==> src/rtl/copro_fifo_link_if.sv <==
// rtl/copro_fifo_link_if.sv - Avalon FIFO, accelerator stream and status signals of copro_fifo_link
interface copro_fifo_link_if;
  logic        fifo_to_copro_out_read;
  logic [31:0] fifo_to_copro_out_readdata;
  logic        fifo_to_copro_out_waitrequest;
  logic        fifo_to_hps_in_write;
  logic [31:0] fifo_to_hps_in_writedata;
  logic        fifo_to_hps_in_waitrequest;
  logic        cmd_valid;
  logic        cmd_ready;
  logic [7:0]  cmd_opcode;
  logic [7:0]  cmd_tag;
  logic [15:0] cmd_len;
  logic        pl_valid;
  logic        pl_ready;
  logic [31:0] pl_data;
  logic        pl_last;
  logic        res_valid;
  logic        res_ready;
  logic [31:0] res_data;
  logic        res_last;
  logic [31:0] status;

  modport master (
    output fifo_to_copro_out_read,
    input  fifo_to_copro_out_readdata, fifo_to_copro_out_waitrequest,
    output fifo_to_hps_in_write, fifo_to_hps_in_writedata,
    input  fifo_to_hps_in_waitrequest,
    output cmd_valid, cmd_opcode, cmd_tag, cmd_len,
    input  cmd_ready,
    output pl_valid, pl_data, pl_last,
    input  pl_ready,
    input  res_valid, res_data, res_last,
    output res_ready,
    output status
  );

  modport slave (
    input  fifo_to_copro_out_read,
    output fifo_to_copro_out_readdata, fifo_to_copro_out_waitrequest,
    input  fifo_to_hps_in_write, fifo_to_hps_in_writedata,
    output fifo_to_hps_in_waitrequest,
    input  cmd_valid, cmd_opcode, cmd_tag, cmd_len,
    output cmd_ready,
    input  pl_valid, pl_data, pl_last,
    output pl_ready,
    output res_valid, res_data, res_last,
    input  res_ready,
    input  status
  );
endinterface

==> src/rtl/copro_fifo_link.sv <==
// rtl/copro_fifo_link.sv - coprocessor endpoint of the HPS/FPGA FIFO pair (optional watchdog: COPRO_LINK_TIMEOUT_EN)
// RX parses header+payload from one Avalon FIFO; TX writes results plus a trailer word to the other.
module copro_fifo_link #(
  parameter logic [15:0] MAX_LEN        = 16'd4096,
  parameter int unsigned TIMEOUT_CYCLES = 65535,
  parameter logic [7:0]  TRAILER_MAGIC  = 8'hA5
) (
  input logic          clk,
  input logic          reset,
  copro_fifo_link_if.master bus
);
  typedef enum logic [1:0] {R_HDR = 2'd0, R_CMD = 2'd1, R_PAY = 2'd2, R_DROP = 2'd3} rx_state_t;
  typedef enum logic {T_DATA = 1'b0, T_TRAIL = 1'b1} tx_state_t;

  rx_state_t   rx_state, rx_next;
  tx_state_t   tx_state, tx_next;
  logic [7:0]  opcode_q, tag_q, last_tag, tx_tag, cmd_cnt;
  logic [15:0] len_q, remaining, tx_count;
  logic [31:0] pl_data_q, writedata_q;
  logic        pl_valid_q, pl_last_q, write_q, trail_issued;
  logic        bad_len, timeout_flag, timeout_hit;
  logic        rd_req, rd_done, wr_done, hdr_bad, cmd_fire, pl_fire, res_fire;

  assign rd_done  = bus.fifo_to_copro_out_read & ~bus.fifo_to_copro_out_waitrequest;
  assign wr_done  = write_q & ~bus.fifo_to_hps_in_waitrequest;
  assign hdr_bad  = bus.fifo_to_copro_out_readdata[15:0] > MAX_LEN;
  assign cmd_fire = (rx_state == R_CMD) & bus.cmd_ready;
  assign pl_fire  = pl_valid_q & bus.pl_ready;
  assign res_fire = bus.res_valid & bus.res_ready;

`ifdef COPRO_LINK_TIMEOUT_EN
  logic [31:0] wd_cnt;
  logic        wd_active;
  assign wd_active   = (rx_state == R_PAY) || (rx_state == R_DROP);
  assign timeout_hit = wd_active && (wd_cnt >= TIMEOUT_CYCLES);

  // Counts only consecutive stalled read cycles; any gap restarts the count.
  always_ff @(posedge clk) begin
    if (reset || !wd_active || !(bus.fifo_to_copro_out_read && bus.fifo_to_copro_out_waitrequest))
      wd_cnt <= 32'd0;
    else
      wd_cnt <= wd_cnt + 32'd1;
  end

  always_ff @(posedge clk) begin
    if (reset)            timeout_flag <= 1'b0;
    else if (timeout_hit) timeout_flag <= 1'b1;
  end
`else
  logic unused_timeout_cfg;
  assign unused_timeout_cfg = ^TIMEOUT_CYCLES;
  assign timeout_hit  = 1'b0;
  assign timeout_flag = 1'b0;
`endif

  always_ff @(posedge clk) begin
    if (reset) begin
      rx_state <= R_HDR;
      tx_state <= T_DATA;
    end else begin
      rx_state <= rx_next;
      tx_state <= tx_next;
    end
  end

  always_comb begin
    rx_next = rx_state;
    case (rx_state)
      R_HDR:   if (rd_done) rx_next = hdr_bad ? R_DROP : R_CMD;
      R_CMD:   if (cmd_fire) rx_next = (len_q == 16'd0) ? R_HDR : R_PAY;
      R_PAY:   if ((pl_fire && pl_last_q) || timeout_hit) rx_next = R_HDR;
      R_DROP:  if ((rd_done && remaining == 16'd1) || timeout_hit) rx_next = R_HDR;
      default: rx_next = R_HDR;
    endcase
  end

  always_comb begin
    tx_next = tx_state;
    case (tx_state)
      T_DATA:  if (res_fire && bus.res_last) tx_next = T_TRAIL;
      T_TRAIL: if (trail_issued && wr_done) tx_next = T_DATA;
      default: tx_next = T_DATA;
    endcase
  end

  // Payload reads stop once all words are fetched and stall while the output register is held.
  always_comb begin
    rd_req = 1'b0;
    case (rx_state)
      R_HDR:   rd_req = 1'b1;
      R_PAY:   rd_req = (remaining != 16'd0) && (!pl_valid_q || bus.pl_ready);
      R_DROP:  rd_req = 1'b1;
      default: rd_req = 1'b0;
    endcase
  end

  assign bus.fifo_to_copro_out_read = rd_req & ~reset & ~timeout_hit;
  assign bus.res_ready  = (tx_state == T_DATA) & (~write_q | ~bus.fifo_to_hps_in_waitrequest) & ~reset;
  assign bus.cmd_valid  = (rx_state == R_CMD);
  assign bus.cmd_opcode = opcode_q;
  assign bus.cmd_tag    = tag_q;
  assign bus.cmd_len    = len_q;
  assign bus.pl_valid   = pl_valid_q;
  assign bus.pl_data    = pl_data_q;
  assign bus.pl_last    = pl_last_q;
  assign bus.fifo_to_hps_in_write     = write_q;
  assign bus.fifo_to_hps_in_writedata = writedata_q;
  assign bus.status = {16'h0000, cmd_cnt, 3'b000, bad_len, timeout_flag, tx_state, rx_state};

  always_ff @(posedge clk) begin
    if (reset) begin
      opcode_q   <= 8'd0;
      tag_q      <= 8'd0;
      len_q      <= 16'd0;
      remaining  <= 16'd0;
      last_tag   <= 8'd0;
      pl_data_q  <= 32'd0;
      pl_valid_q <= 1'b0;
      pl_last_q  <= 1'b0;
      cmd_cnt    <= 8'd0;
      bad_len    <= 1'b0;
    end else begin
      if (rx_state == R_HDR && rd_done) begin
        opcode_q  <= bus.fifo_to_copro_out_readdata[31:24];
        tag_q     <= bus.fifo_to_copro_out_readdata[23:16];
        len_q     <= bus.fifo_to_copro_out_readdata[15:0];
        remaining <= bus.fifo_to_copro_out_readdata[15:0];
        if (hdr_bad) bad_len <= 1'b1;
      end
      if (cmd_fire) begin
        remaining <= len_q;
        last_tag  <= tag_q;
      end
      if ((rx_state == R_PAY || rx_state == R_DROP) && rd_done)
        remaining <= remaining - 16'd1;
      if (rx_state == R_PAY && rd_done) begin
        pl_data_q  <= bus.fifo_to_copro_out_readdata;
        pl_valid_q <= 1'b1;
        pl_last_q  <= (remaining == 16'd1);
      end else if (pl_fire || timeout_hit) begin
        pl_valid_q <= 1'b0;
        pl_last_q  <= 1'b0;
      end
      if (pl_fire && pl_last_q) cmd_cnt <= cmd_cnt + 8'd1;
    end
  end

  // tx_count == 0 marks the first word of a packet; it is cleared only by the trailer.
  always_ff @(posedge clk) begin
    if (reset) begin
      write_q      <= 1'b0;
      writedata_q  <= 32'd0;
      tx_count     <= 16'd0;
      tx_tag       <= 8'd0;
      trail_issued <= 1'b0;
    end else if (tx_state == T_DATA) begin
      if (res_fire) begin
        writedata_q <= bus.res_data;
        write_q     <= 1'b1;
        if (tx_count != 16'hFFFF) tx_count <= tx_count + 16'd1;
        if (tx_count == 16'd0)    tx_tag   <= last_tag;
      end else if (wr_done) begin
        write_q <= 1'b0;
      end
    end else begin
      if (!trail_issued) begin
        if (!write_q || wr_done) begin
          writedata_q  <= {TRAILER_MAGIC, tx_tag, tx_count};
          write_q      <= 1'b1;
          trail_issued <= 1'b1;
        end
      end else if (wr_done) begin
        write_q      <= 1'b0;
        trail_issued <= 1'b0;
        tx_count     <= 16'd0;
      end
    end
  end
endmodule

==> src/flat_wrapper.sv <==
// flat-port wrapper written by rule: the top's interface ports become plain ports
module copro_fifo_link_flat 
#(
  parameter logic [15:0] MAX_LEN        = 16'd4096,
  parameter int unsigned TIMEOUT_CYCLES = 65535,
  parameter logic [7:0]  TRAILER_MAGIC  = 8'hA5
)
  (clk, reset, bus_fifo_to_copro_out_read, bus_fifo_to_copro_out_readdata, bus_fifo_to_copro_out_waitrequest, bus_fifo_to_hps_in_write, bus_fifo_to_hps_in_writedata, bus_fifo_to_hps_in_waitrequest, bus_cmd_valid, bus_cmd_opcode, bus_cmd_tag, bus_cmd_len, bus_cmd_ready, bus_pl_valid, bus_pl_data, bus_pl_last, bus_pl_ready, bus_res_valid, bus_res_data, bus_res_last, bus_res_ready, bus_status);
  copro_fifo_link_if bus_i ();
  input logic clk;
  input logic reset;
  output wire logic [$bits(bus_i.fifo_to_copro_out_read)-1:0] bus_fifo_to_copro_out_read;
  input wire logic [$bits(bus_i.fifo_to_copro_out_readdata)-1:0] bus_fifo_to_copro_out_readdata;
  input wire logic [$bits(bus_i.fifo_to_copro_out_waitrequest)-1:0] bus_fifo_to_copro_out_waitrequest;
  output wire logic [$bits(bus_i.fifo_to_hps_in_write)-1:0] bus_fifo_to_hps_in_write;
  output wire logic [$bits(bus_i.fifo_to_hps_in_writedata)-1:0] bus_fifo_to_hps_in_writedata;
  input wire logic [$bits(bus_i.fifo_to_hps_in_waitrequest)-1:0] bus_fifo_to_hps_in_waitrequest;
  output wire logic [$bits(bus_i.cmd_valid)-1:0] bus_cmd_valid;
  output wire logic [$bits(bus_i.cmd_opcode)-1:0] bus_cmd_opcode;
  output wire logic [$bits(bus_i.cmd_tag)-1:0] bus_cmd_tag;
  output wire logic [$bits(bus_i.cmd_len)-1:0] bus_cmd_len;
  input wire logic [$bits(bus_i.cmd_ready)-1:0] bus_cmd_ready;
  output wire logic [$bits(bus_i.pl_valid)-1:0] bus_pl_valid;
  output wire logic [$bits(bus_i.pl_data)-1:0] bus_pl_data;
  output wire logic [$bits(bus_i.pl_last)-1:0] bus_pl_last;
  input wire logic [$bits(bus_i.pl_ready)-1:0] bus_pl_ready;
  input wire logic [$bits(bus_i.res_valid)-1:0] bus_res_valid;
  input wire logic [$bits(bus_i.res_data)-1:0] bus_res_data;
  input wire logic [$bits(bus_i.res_last)-1:0] bus_res_last;
  output wire logic [$bits(bus_i.res_ready)-1:0] bus_res_ready;
  output wire logic [$bits(bus_i.status)-1:0] bus_status;
  assign bus_fifo_to_copro_out_read = bus_i.fifo_to_copro_out_read;
  assign bus_i.fifo_to_copro_out_readdata = bus_fifo_to_copro_out_readdata;
  assign bus_i.fifo_to_copro_out_waitrequest = bus_fifo_to_copro_out_waitrequest;
  assign bus_fifo_to_hps_in_write = bus_i.fifo_to_hps_in_write;
  assign bus_fifo_to_hps_in_writedata = bus_i.fifo_to_hps_in_writedata;
  assign bus_i.fifo_to_hps_in_waitrequest = bus_fifo_to_hps_in_waitrequest;
  assign bus_cmd_valid = bus_i.cmd_valid;
  assign bus_cmd_opcode = bus_i.cmd_opcode;
  assign bus_cmd_tag = bus_i.cmd_tag;
  assign bus_cmd_len = bus_i.cmd_len;
  assign bus_i.cmd_ready = bus_cmd_ready;
  assign bus_pl_valid = bus_i.pl_valid;
  assign bus_pl_data = bus_i.pl_data;
  assign bus_pl_last = bus_i.pl_last;
  assign bus_i.pl_ready = bus_pl_ready;
  assign bus_i.res_valid = bus_res_valid;
  assign bus_i.res_data = bus_res_data;
  assign bus_i.res_last = bus_res_last;
  assign bus_res_ready = bus_i.res_ready;
  assign bus_status = bus_i.status;
  copro_fifo_link #(.MAX_LEN(MAX_LEN), .TIMEOUT_CYCLES(TIMEOUT_CYCLES), .TRAILER_MAGIC(TRAILER_MAGIC)) u_core (.clk(clk), .reset(reset), .bus(bus_i));
endmodule
==> config.mk <==
export PLATFORM = sky130hd
export DESIGN_NAME = copro_fifo_link_flat
export DESIGN_NICKNAME = d
export VERILOG_FILES = /design/src/rtl/copro_fifo_link_if.sv /design/src/rtl/copro_fifo_link.sv /design/src/flat_wrapper.sv
export SDC_FILE = /design/constraint.sdc
export NUM_CORES = 1
export LEC_CHECK = 0
export ABC_AREA = 0
export BUFFER_PORTS_ARGS = -buffer_cell sky130_fd_sc_hd__buf_2
export CAP_MARGIN = 20
export CORE_UTILIZATION = 50
export CTS_BUF_LIST = sky130_fd_sc_hd__clkbuf_2
export CTS_CLUSTER_SIZE = 20
export DETAILED_ROUTE_END_ITERATION = 12
export GPL_TIMING_DRIVEN = 0
export HOLD_SLACK_MARGIN = 0.12
export PLACE_DENSITY = 0.89
export SLEW_MARGIN = 20
export SYNTH_ARGS = -nofsm -noshare
export SYNTH_HDL_FRONTEND = slang
export SYNTH_SLANG_ARGS = --single-unit
==> constraint.sdc <==
create_clock -name clk -period 3.3 [get_ports clk]
set_input_delay 0.99 -clock clk [delete_from_list [all_inputs] [get_ports clk]]
set_output_delay 0.99 -clock clk [all_outputs]
set_load 0.01 [all_outputs]
==> results of run 1 <==
stage by stage:
| stage | hold slack [ns] | setup slack [ns] |
|---|---|---|
| global route | 0.423 | -0.305 |
| global placement | 0.439 | -0.0207 |
| CTS | 0.428 | -0.191 |
| detailed placement | 0.446 | -0.0597 |
| floorplan | 0.436 | 0.413 |
| finish | 0.451 | -0.178 |
Yosys cell counts (2+ instances only):
| cell | number | area, um^2 |
|---|---|---|
| nor2_1 | 94 | 353 |
| or4_1 | 3 | 22.5 |
| a311o_1 | 2 | 20.0 |
| nor3b_1 | 2 | 15.0 |
| a31oi_1 | 3 | 18.8 |
| nor2b_1 | 2 | 12.5 |
| nor3_1 | 18 | 90.1 |
| nand2b_1 | 5 | 31.3 |
| buf_2 | 7 | 35.0 |
| nand2_1 | 186 | 698 |
| o21ai_0 | 15 | 75.1 |
| buf_6 | 2 | 22.5 |
| o211ai_1 | 4 | 30.0 |
| a211o_1 | 3 | 26.3 |
| inv_1 | 9 | 33.8 |
| dfxtp_1 | 160 | 3200 |
| a22o_1 | 2 | 17.5 |
| a211oi_1 | 30 | 225 |
| buf_1 | 3 | 11.3 |
| nand3_1 | 17 | 85.1 |
| a22oi_1 | 10 | 75.1 |
| nor4_1 | 18 | 113 |
| and2_1 | 3 | 18.8 |
| or3_1 | 6 | 37.5 |
| and4_1 | 2 | 17.5 |
| buf_4 | 23 | 173 |
| o32ai_1 | 2 | 17.5 |
| xnor2_1 | 6 | 52.6 |
| a21oi_1 | 101 | 505 |
| nand4_1 | 12 | 75.1 |
| a21boi_0 | 2 | 15.0 |
| a2bb2oi_1 | 2 | 17.5 |
| mux2i_1 | 37 | 370 |
| ha_1 | 11 | 138 |
| and3_1 | 9 | 56.3 |
| clkbuf_1 | 42 | 158 |
| xor2_1 | 16 | 140 |
power groups by stage:
| stage | Sequential, mW | Combinational (mW) | Clock [mW] |
|---|---|---|---|
| floorplan | 2.40 | 1.33 | 0 |
| global placement | 2.36 | 1.95 | 0 |
| detailed placement | 2.37 | 1.98 | 0 |
| CTS | 2.33 | 2.07 | 1.10 |
| global route | 2.37 | 2.33 | 1.19 |
| finish | 2.34 | 2.14 | 1.11 |
worst max-delay path: stages, from the launching register on:
cell	delay (ns)
dfxtp_4	0.41
or4_4	0.55
nor4_4	0.34
nand2_1	0.11
nand3_2	0.09
a211oi_2	0.07
buf_2	0.17
layout by cell type, fill, tap and decap left out, types with 3 or more instances in the layout:
cell type / count
ha_1: 11
dfxtp_1: 154
a22oi_1: 10
clkbuf_2: 17
or3_1: 6
mux2i_1: 37
clkinv_2: 3
xor2_1: 16
bufinv_16: 3
nor3_1: 18
nand4_1: 12
clkbuf_1: 42
nand3_1: 16
a211o_1: 3
nand2b_1: 5
o21ai_0: 15
buf_2: 191
buf_1: 3
dfxtp_2: 3
conb_1: 20
dfxtp_4: 3
inv_1: 9
buf_4: 29
and3_1: 9
and2_1: 3
nor2_1: 94
nand2_1: 186
o211ai_1: 4
a211oi_1: 29
nor4_1: 18
a31oi_1: 3
clkinv_1: 4
xnor2_1: 6
a21oi_1: 101
registers in the layout, summed over array words and instances, names as in the netlist:
register                             cells
u_core.rx_state                          2
u_core.tx_count                         16
u_core.last_tag                          8
u_core.bus.pl_data                      32
u_core.tx_tag                            8
u_core.bus.pl_valid                      1
u_core.bus.fifo_to_hps_in_write          1
u_core.remaining                        16
u_core.trail_issued                      1
u_core.cmd_cnt                           8
u_core.bus.cmd_tag                       8
u_core.bus.fifo_to_hps_in_writedata     32
u_core.bus.pl_last                       1
u_core.tx_state                          1
u_core.bad_len                           1
u_core.bus.cmd_len                      16
u_core.bus.cmd_opcode                    8
kinds of logic after synthesis:
family,count (synthesis),synth area share
mux,37,0.0515
flops,160,0.445
simple gates,383,0.235
buf+inv,86,0.0602
other cells,1,0.000522
xor+xnor,22,0.0268
fa+ha+maj,11,0.0191
compound gates,186,0.161
what timing repair did:
item,4_1_cts,5_1_grt
endpoints found under the hold margin,0,0
gates resized for setup,8,4
endpoints found under the setup margin,1,1
buffers inserted,3,3
pin swaps,4,3
final cells by class:
type / instances / area [um^2] / area share
diodes: 1 / 2.50 / 0.000287
plain buffers: 77 / 399 / 0.0458
clock buffers: 17 / 85.1 / 0.00976
clock inverters: 13 / 145 / 0.0167
inverters: 9 / 33.8 / 0.00388
multi-input cells: 659 / 3640 / 0.418
flip-flops and latches: 160 / 3220 / 0.369
well taps: 180 / 225 / 0.0258
repair buffers: 190 / 966 / 0.111
layer usage:
layer / GRT usage / share of wire / up-vias
met1: 0.360 / 0.42 / 3379
met4: 0.128 / 0.029 / 0
met3: 0.0801 / 0.085 / 49
met5: 0 / 0 / -
li1: - / - / 3486
met2: 0.470 / 0.47 / 349
how the worst min path moves through the flow:
stage	from	end	slack, ns	depth (start not counted)
2_1_floorplan	u_core.last_tag[0]	u_core.last_tag[0]	0.44	2
3_3_place_gp	u_core.bus.pl_data[19]	u_core.bus.pl_data[19]	0.44	2
3_5_place_dp	u_core.bus.cmd_opcode[2]	u_core.bus.cmd_opcode[2]	0.45	2
4_1_cts	bus_fifo_to_copro_out_readdata[28]	u_core.bus.cmd_opcode[4]	0.43	3
5_1_grt	bus_fifo_to_copro_out_readdata[26]	u_core.bus.pl_data[26]	0.42	3
6_report	bus_fifo_to_copro_out_readdata[31]	u_core.bus.cmd_opcode[7]	0.45	3
==> results.ini, run 1 <==
[status]
outcome=finished, violations left
failed_checks=setup timing

[power]
p_leak_nw=3.66
netSwitchingPower_mw=2.18
p_comb_frac=0.383
total_power_mw=5.59
p_seq_frac=0.419
pwr-share-clk=0.198
cellInternalPower_mw=3.41
swShare=0.390
p_per_area_mw_per_mm2=641
ir_worst_vdd_v=0.000358

[setup_path]
crit_start=u_core.remaining[12]
cp-end-kind=primary output
reg2regPathDepth=9
timing.rr.start=u_core.rx_state[1]
cp-start-kind=flip-flop
crit_required_ns=2.31
worstPathMaxFanout=5
rrSetupSlack_ns=0.31
worstPathArrival_ns=2.49
path_class=reg2out
endpoint=bus_fifo_to_copro_out_read
r2r-end=u_core.bus.cmd_tag[6]

[detailed_routing]
wire_per_inst_um=16.5
detail-route-antenna-nets=0
drtIter0Drc=702
drt_pass1_iterations=5
drt_wl_total_mm=21.5
num_vias=7263
via_per_inst=5.56
drc=0

[timing]
tns_ns=-0.178
hold_viol_final=0
fin_ws_ns=-0.178
setup_viol=1
rsz0062_at_grt=true
worstMarginPinSlew_ns=1.15
fin_skew_ns=0.0337
fin_crit_ns=3.48
fin_crit_sh=1.05
slew_violations=0
clock.fmax_mhz=288
maxSlewHeadroom=0.229

[global_routing]
grt_pass1_wl_mm=33.6
grt.total_usage=0.291
overflow=0
antenna_found_initial=1
grt_pass1_vias=6784
grt_start_max_net_pins=17

[floorplan]
core_area_mm2=0.0139
rows=43
die_x_um=122
die-area_mm2=0.0149
start_util=0.516
die_y_um=122
io_pins=206

[synth]
ys_ff_latch=160
syn-instance-count=886
seq_area_frac_synth=0.445
yosysUniqueCellTypes=54
yosys_warnings=0
syn_area_mm2=0.00719
synth_area_per_cell_um2=8.12
synth_edf_count=0
synth_ff_type=dfxtp_1
async_flop_share=0

[layout]
final_cells=1306
drive_gt1_frac=0.235
fin_area_mm2=0.00872
final_core_util=0.625
area_delta_synth_final_pct=21.2
fin_nets=1197
fillers=1238

[cts]
path_clk_slew_ns=0.22
cts-buffers-inserted=17
htree_levels=4
clk_latency_ns=0.77
hold_buffers=0
clk_path_buf_depth=2
cts_tree=yes
cts-root-buf=clkbuf_2
clock_sinks=160

[place]
placed_cell_area_mm2=0.00841
portBuffers=184
dp_cells=1269
gp_congestion=0.962
place_hpwl_mm=16.1

[run]
max_cap_viol_count=0

[min_path]
hold_path.class=in2reg

No activity file was read; power rests on OpenSTA's default activity.
==> run 2, diff against run 1 <==
Settings changed: SKIP_CTS_REPAIR_TIMING set to 1.
==> run 2 against run 1 <==
Highest routed layer unchanged. Setup slack got worse by 0.054 ns. Register-to-register slack barely moved. Clock-buffer cell count did not move. Die area did not move. Sequential share of layout area fell by 0.13 points. Critical path depth rose by 1. First-iteration DRC count fell by 13%. Utilization rose by 0.072 points. Clock skew fell by 0.0084 ns. Clock power barely moved. Sequential cell count did not move. Via count rose by 0.44%. The run still ends with setup timing left.
==> results.ini, run 2 (synthesis gave the netlist of run 1 again) <==
[status]
outcome=finished, violations left  ; unchanged
failed_checks=setup timing  ; unchanged

[timing]
fin_crit_ns=3.53  ; was 3.48 ns
slew_violations=0  ; unchanged
fin_crit_sh=1.07  ; was 1.05
clock.fmax_mhz=283  ; was 288 MHz
maxSlewHeadroom=0.235  ; was 0.229
setup_viol=1  ; unchanged
rsz0062_at_grt=true  ; unchanged
fin_ws_ns=-0.232  ; was -0.178 ns
worstMarginPinSlew_ns=1.14  ; was 1.15 ns
fin_skew_ns=0.0253  ; was 0.0337 ns
hold_viol_final=0  ; unchanged

[layout]
final_cell_mix=buf_2 (191), nand2_1 (185), dfxtp_1 (156)  ; was buf_2 (191), nand2_1 (186), dfxtp_1 (154)
multiInputGateArea_mm2=0.00364  ; about the same
drive_gt1_frac=0.235  ; about the same
fillers=1228  ; was 1238
fin_area_mm2=0.00873  ; was 0.00872 mm^2
fin_nets=1199  ; was 1197
final_common_cell=buf_2  ; unchanged
area_delta_synth_final_pct=21.4  ; was 21.2%
seq_area_mm2=0.00321  ; was 0.00322 mm^2

[floorplan]
die-area_mm2=0.0149  ; unchanged
core_area_mm2=0.0139  ; unchanged
io_pins=206  ; unchanged
rows=43  ; unchanged
die_y_um=122  ; unchanged
die_x_um=122  ; unchanged
start_util=0.516  ; unchanged

[cts]
cts_tree=yes  ; unchanged
htree_levels=4  ; unchanged
path_clk_slew_ns=0.24  ; was 0.22 ns
cts-root-buf=clkbuf_2  ; unchanged
clk_latency_ns=0.76  ; was 0.77 ns
cts-buffers-inserted=17  ; unchanged
clk_path_buf_depth=2  ; unchanged
clock_sinks=160  ; unchanged

[run]
max_cap_viol_count=0  ; unchanged

[setup_path]
worstPathArrival_ns=2.54  ; was 2.49 ns
worstPathMaxFanout=3  ; was 5
path_class=reg2out  ; unchanged
cp-end-kind=primary output  ; unchanged
crit_required_ns=2.31  ; about the same
reg2regPathDepth=9  ; unchanged
r2r-end=u_core.bus.cmd_tag[6]  ; unchanged
rrSetupSlack_ns=0.31  ; about the same
cp-start-kind=flip-flop  ; unchanged
timing.rr.start=u_core.rx_state[1]  ; unchanged

[detailed_routing]
wire_per_inst_um=16.5  ; about the same
drtIter0Drc=614  ; was 702
detail-route-antenna-nets=0  ; unchanged
via_per_inst=5.58  ; was 5.56
drt_pass1_iterations=5  ; unchanged
drt_wl_total_mm=21.6  ; was 21.5 mm
num_vias=7295  ; was 7263
drc=0  ; unchanged

[power]
p_per_area_mw_per_mm2=659  ; was 641 mW/mm^2
p_leak_nw=3.67  ; was 3.66 nW
ir_worst_vdd_v=0.000393  ; was 0.000358 V
total_power_mw=5.75  ; was 5.59 mW

[global_routing]
grt_start_max_net_pins=17  ; unchanged
grt_pass1_vias=6759  ; was 6784
grt_pass1_wl_mm=33.5  ; was 33.6 mm
grt.total_usage=0.290  ; was 0.291
overflow=0  ; unchanged
antenna_found_initial=1  ; unchanged

[place]
place_hpwl_mm=16.1  ; unchanged
portBuffers=184  ; unchanged
placed_cell_area_mm2=0.00841  ; unchanged
pre_cts_ws_ns=-0.0597  ; unchanged
gp_congestion=0.962  ; unchanged

[min_path]
hold_path.class=in2reg  ; unchanged
hold_depth=3  ; unchanged
min_from=bus_fifo_to_copro_out_readdata[31]  ; unchanged
min_to=u_core.bus.pl_data[31]  ; was u_core.bus.cmd_opcode[7]

run 2: area by class of cell:
type                    instances  share of cell area
repair buffers                192               0.112
inverters                       9             0.00387
plain buffers                  77              0.0457
clock buffers                  17             0.00975
well taps                     180              0.0258
clock inverters                13              0.0166
flip-flops and latches        160               0.368
multi-input cells             659               0.418
diodes                          1            0.000287
run 2: worst max path at each step:
stage / startpoint / to / slack [ns] / cells after the start
after floorplan: reset / u_core.tx_tag[0] / 0.41 / 7
after global placement: reset / u_core.bus.pl_data[29] / -0.02 / 8
after detailed placement: reset / u_core.bus.pl_data[30] / -0.06 / 8
after CTS: u_core.remaining[11] / bus_fifo_to_copro_out_read / -0.50 / 6
after global routing: u_core.remaining[7] / bus_fifo_to_copro_out_read / -0.32 / 7
final: u_core.remaining[7] / bus_fifo_to_copro_out_read / -0.23 / 7
run 2: layer usage:
metal,up-vias,track usage,part of all wire
met1,3392,0.361,0.42
met3,47,0.0768,0.089
li1,3497,-,-
met5,-,0,0
met2,359,0.469,0.46
met4,0,0.127,0.028
run 2: power by group:
| part | internal (mW) | switching, mW | leakage (nW) |
|---|---|---|---|
| logic | 0.964 | 1.33 | 2.22 |
| registers | 2.15 | 0.192 | 1.30 |
| clock network | 0.406 | 0.706 | 0.140 |
| total | 3.52 | 2.23 | 3.67 |
run 2: critical path: stages, from the launching register on:
cell,delay [ns]
dfxtp_2,0.38
or4_4,0.57
nor4_4,0.27
buf_4,0.17
nand2_2,0.06
nand3_2,0.08
a211oi_2,0.07
buf_2,0.17
run 2: per-stage QoR:
| stage | hold WS (ns) | TNS [ns] | std cells | utilization |
|---|---|---|---|---|
| after floorplan | 0.436 | 0 | 905 | - |
| after detailed placement | 0.446 | -0.942 | 1269 | 0.603 |
| final | 0.449 | -0.232 | 1308 | 0.626 |
| after global routing | 0.423 | -0.320 | 1308 | 0.626 |
| after CTS | 0.428 | -0.496 | 1299 | 0.620 |
| after global placement | 0.439 | -0.0573 | 1269 | 0.603 |
==> run 3, diff against run 2 <==
Settings changed: PLACE_DENSITY 0.89 to 0.77.
==> run 3 against run 2 <==
The flow still finishes with violations (setup timing). Critical path depth unchanged. Critical path type unchanged. Final cell count decreased by 0.15%. Non-clock buffer count decreased by 3. Critical endpoint unchanged.
==> results.ini, run 3 (synthesis gave the netlist of run 1 again) <==
[detailed_routing]
wire_per_inst_um=16.2  ; was 16.5 um
drt_pass1_iterations=6  ; was 5
detail-route-antenna-nets=0  ; unchanged
drt_wl_total_mm=21.2  ; was 21.6 mm
via_per_inst=5.40  ; was 5.58
drc=0  ; unchanged
drtIter0Drc=618  ; was 614
num_vias=7053  ; was 7295

[timing]
fin_crit_ns=3.47  ; was 3.53 ns
fin_crit_sh=1.05  ; was 1.07
maxSlewHeadroom=0.309  ; was 0.235
fin_skew_ns=0.0264  ; was 0.0253 ns
slew_violations=0  ; unchanged
worstMarginPinSlew_ns=1.03  ; was 1.14 ns
rsz0062_at_grt=true  ; unchanged
clock.fmax_mhz=288  ; was 283 MHz
tns_ns=-0.167  ; was -0.232 ns
setup_viol=1  ; unchanged
hold_viol_final=0  ; unchanged
fin_ws_ns=-0.167  ; was -0.232 ns

[run]
max_cap_viol_count=0  ; unchanged

[power]
p_per_area_mw_per_mm2=644  ; was 659 mW/mm^2
ir_worst_vdd_v=0.000411  ; was 0.000393 V
p_leak_nw=3.64  ; was 3.67 nW

[status]
failed_checks=setup timing  ; unchanged
outcome=finished, violations left  ; unchanged

[setup_path]
rrSetupSlack_ns=0.28  ; was 0.31 ns
slowest_stage=or4_4  ; unchanged
reg2regPathDepth=9  ; unchanged
max_stage_delay_ns=0.58  ; was 0.57 ns
cp-start-kind=flip-flop  ; unchanged
cp-end-kind=primary output  ; unchanged
timing.rr.start=u_core.rx_state[1]  ; unchanged
crit_buf_inv=2  ; unchanged
worstPathMaxFanout=4  ; was 3
cp_top_family=simple AND/OR/NAND/NOR gates  ; unchanged
path_class=reg2out  ; unchanged
worstPathArrival_ns=2.48  ; was 2.54 ns
crit_required_ns=2.31  ; about the same
r2r-end=u_core.bus.pl_data[12]  ; was u_core.bus.cmd_tag[6]
cp_cell_sequence=or4_4 -> nor4_4 -> buf_4 -> nand2_2 -> nand3_2 -> a211oi_2 -> buf_2  ; unchanged

[layout]
area_delta_synth_final_pct=21.1  ; was 21.4%
fin_area_mm2=0.00870  ; was 0.00873 mm^2
fillers=1308  ; was 1228
fin_nets=1196  ; was 1199
drive_gt1_frac=0.235  ; about the same
final_common_cell=buf_2  ; unchanged
diodes=0  ; was 1
final_cell_mix=buf_2 (191), nand2_1 (185), dfxtp_1 (157)  ; was buf_2 (191), nand2_1 (185), dfxtp_1 (156)
final_core_util=0.625  ; was 0.626

[cts]
clock_sinks=160  ; unchanged
path_clk_slew_ns=0.23  ; was 0.24 ns
clk_latency_ns=0.75  ; was 0.76 ns
cts-root-buf=clkbuf_2  ; unchanged
cts-buffers-inserted=17  ; unchanged
htree_levels=4  ; unchanged
clk_path_buf_depth=2  ; unchanged
cts_tree=yes  ; unchanged

[floorplan]
die_x_um=122  ; unchanged
die_y_um=122  ; unchanged
io_pins=206  ; unchanged
core_area_mm2=0.0139  ; unchanged
die-area_mm2=0.0149  ; unchanged
rows=43  ; unchanged
start_util=0.516  ; unchanged

[global_routing]
busiest_layer=met2  ; unchanged
antenna_found_initial=0  ; was 1
use_met3=0.0684  ; was 0.0768
grt_pass1_wl_mm=33.2  ; was 33.5 mm
grt_start_max_net_pins=17  ; unchanged
met1_usage=0.385  ; was 0.361
grt.total_usage=0.289  ; was 0.290
grt_pass1_vias=6567  ; was 6759
overflow=0  ; unchanged
use_met2=0.453  ; was 0.469

[min_path]
min_to=u_core.bus.cmd_opcode[1]  ; was u_core.bus.pl_data[31]
min_from=bus_fifo_to_copro_out_readdata[25]  ; was bus_fifo_to_copro_out_readdata[31]
hold_path.class=in2reg  ; unchanged
hold_depth=3  ; unchanged

[place]
place_hpwl_mm=15.8  ; was 16.1 mm
portBuffers=184  ; unchanged
placed_cell_area_mm2=0.00841  ; unchanged
gp_congestion=0.941  ; was 0.962

-- run 3: changes by cell type in the layout (fill, tap and decap cells not counted), moves of 2 or more --
cell        delta
buf_4          -3
dfxtp_2        -2
clkinv_1       -2
clkbuf_2       +2
clkinvlp_4     +3
clkinv_2       -2
-- run 3: routing by layer --
layer,part of all wire,up-vias
met1,0.44,3251
met3,0.073,36
li1,-,3482
met4,0.020,0
met5,0,-
met2,0.46,284
-- run 3: report_power, final --
group	internal [mW]	total [mW]	switching (mW)	leakage [nW]
logic	0.876	2.19	1.31	2.21
registers	2.15	2.34	0.191	1.30
clock network	0.354	1.08	0.723	0.133
-- run 3: layout make-up --
type                            count  area, um^2  area share
Multi-Input combinational cell    659        3640       0.419
Sequential cell                   160        3210       0.369
Timing Repair Buffer              189         958       0.110
Buffer                             77         399      0.0459
Tap cell                          180         225      0.0259
Clock inverter                     13         138      0.0158
Clock buffer                       19        95.1      0.0109
Inverter                            9        33.8     0.00388
-- run 3: metrics by stage --
| step | power (mW) | hold WS (ns) | worst slack [ns] | std cells |
|---|---|---|---|---|
| 2_1_floorplan | 3.73 | 0.436 | 0.413 | 905 |
| 3_3_place_gp | 4.36 | 0.439 | -0.0402 | 1269 |
| 3_5_place_dp | 4.38 | 0.444 | -0.0357 | 1269 |
| 4_1_cts | 5.44 | 0.428 | -0.487 | 1301 |
| 5_1_grt | 5.94 | 0.415 | -0.249 | 1306 |
| 6_report | 5.61 | 0.468 | -0.167 | 1306 |
-- run 3: worst max-delay path by stage --
stage	start	to	slack (ns)	cells after the start
floorplan	reset	u_core.tx_tag[0]	0.41	7
global placement	reset	u_core.bus.pl_data[14]	-0.04	8
detailed placement	reset	u_core.bus.pl_data[15]	-0.04	8
CTS	u_core.remaining[11]	bus_fifo_to_copro_out_read	-0.49	6
global route	u_core.remaining[11]	bus_fifo_to_copro_out_read	-0.25	7
finish	u_core.remaining[11]	bus_fifo_to_copro_out_read	-0.17	7
-- run 3: tightest hold or removal path, cell delays in order --
cell	delay, ns
buf_2	0.11
nand2_1	0.05
a21oi_1	0.05
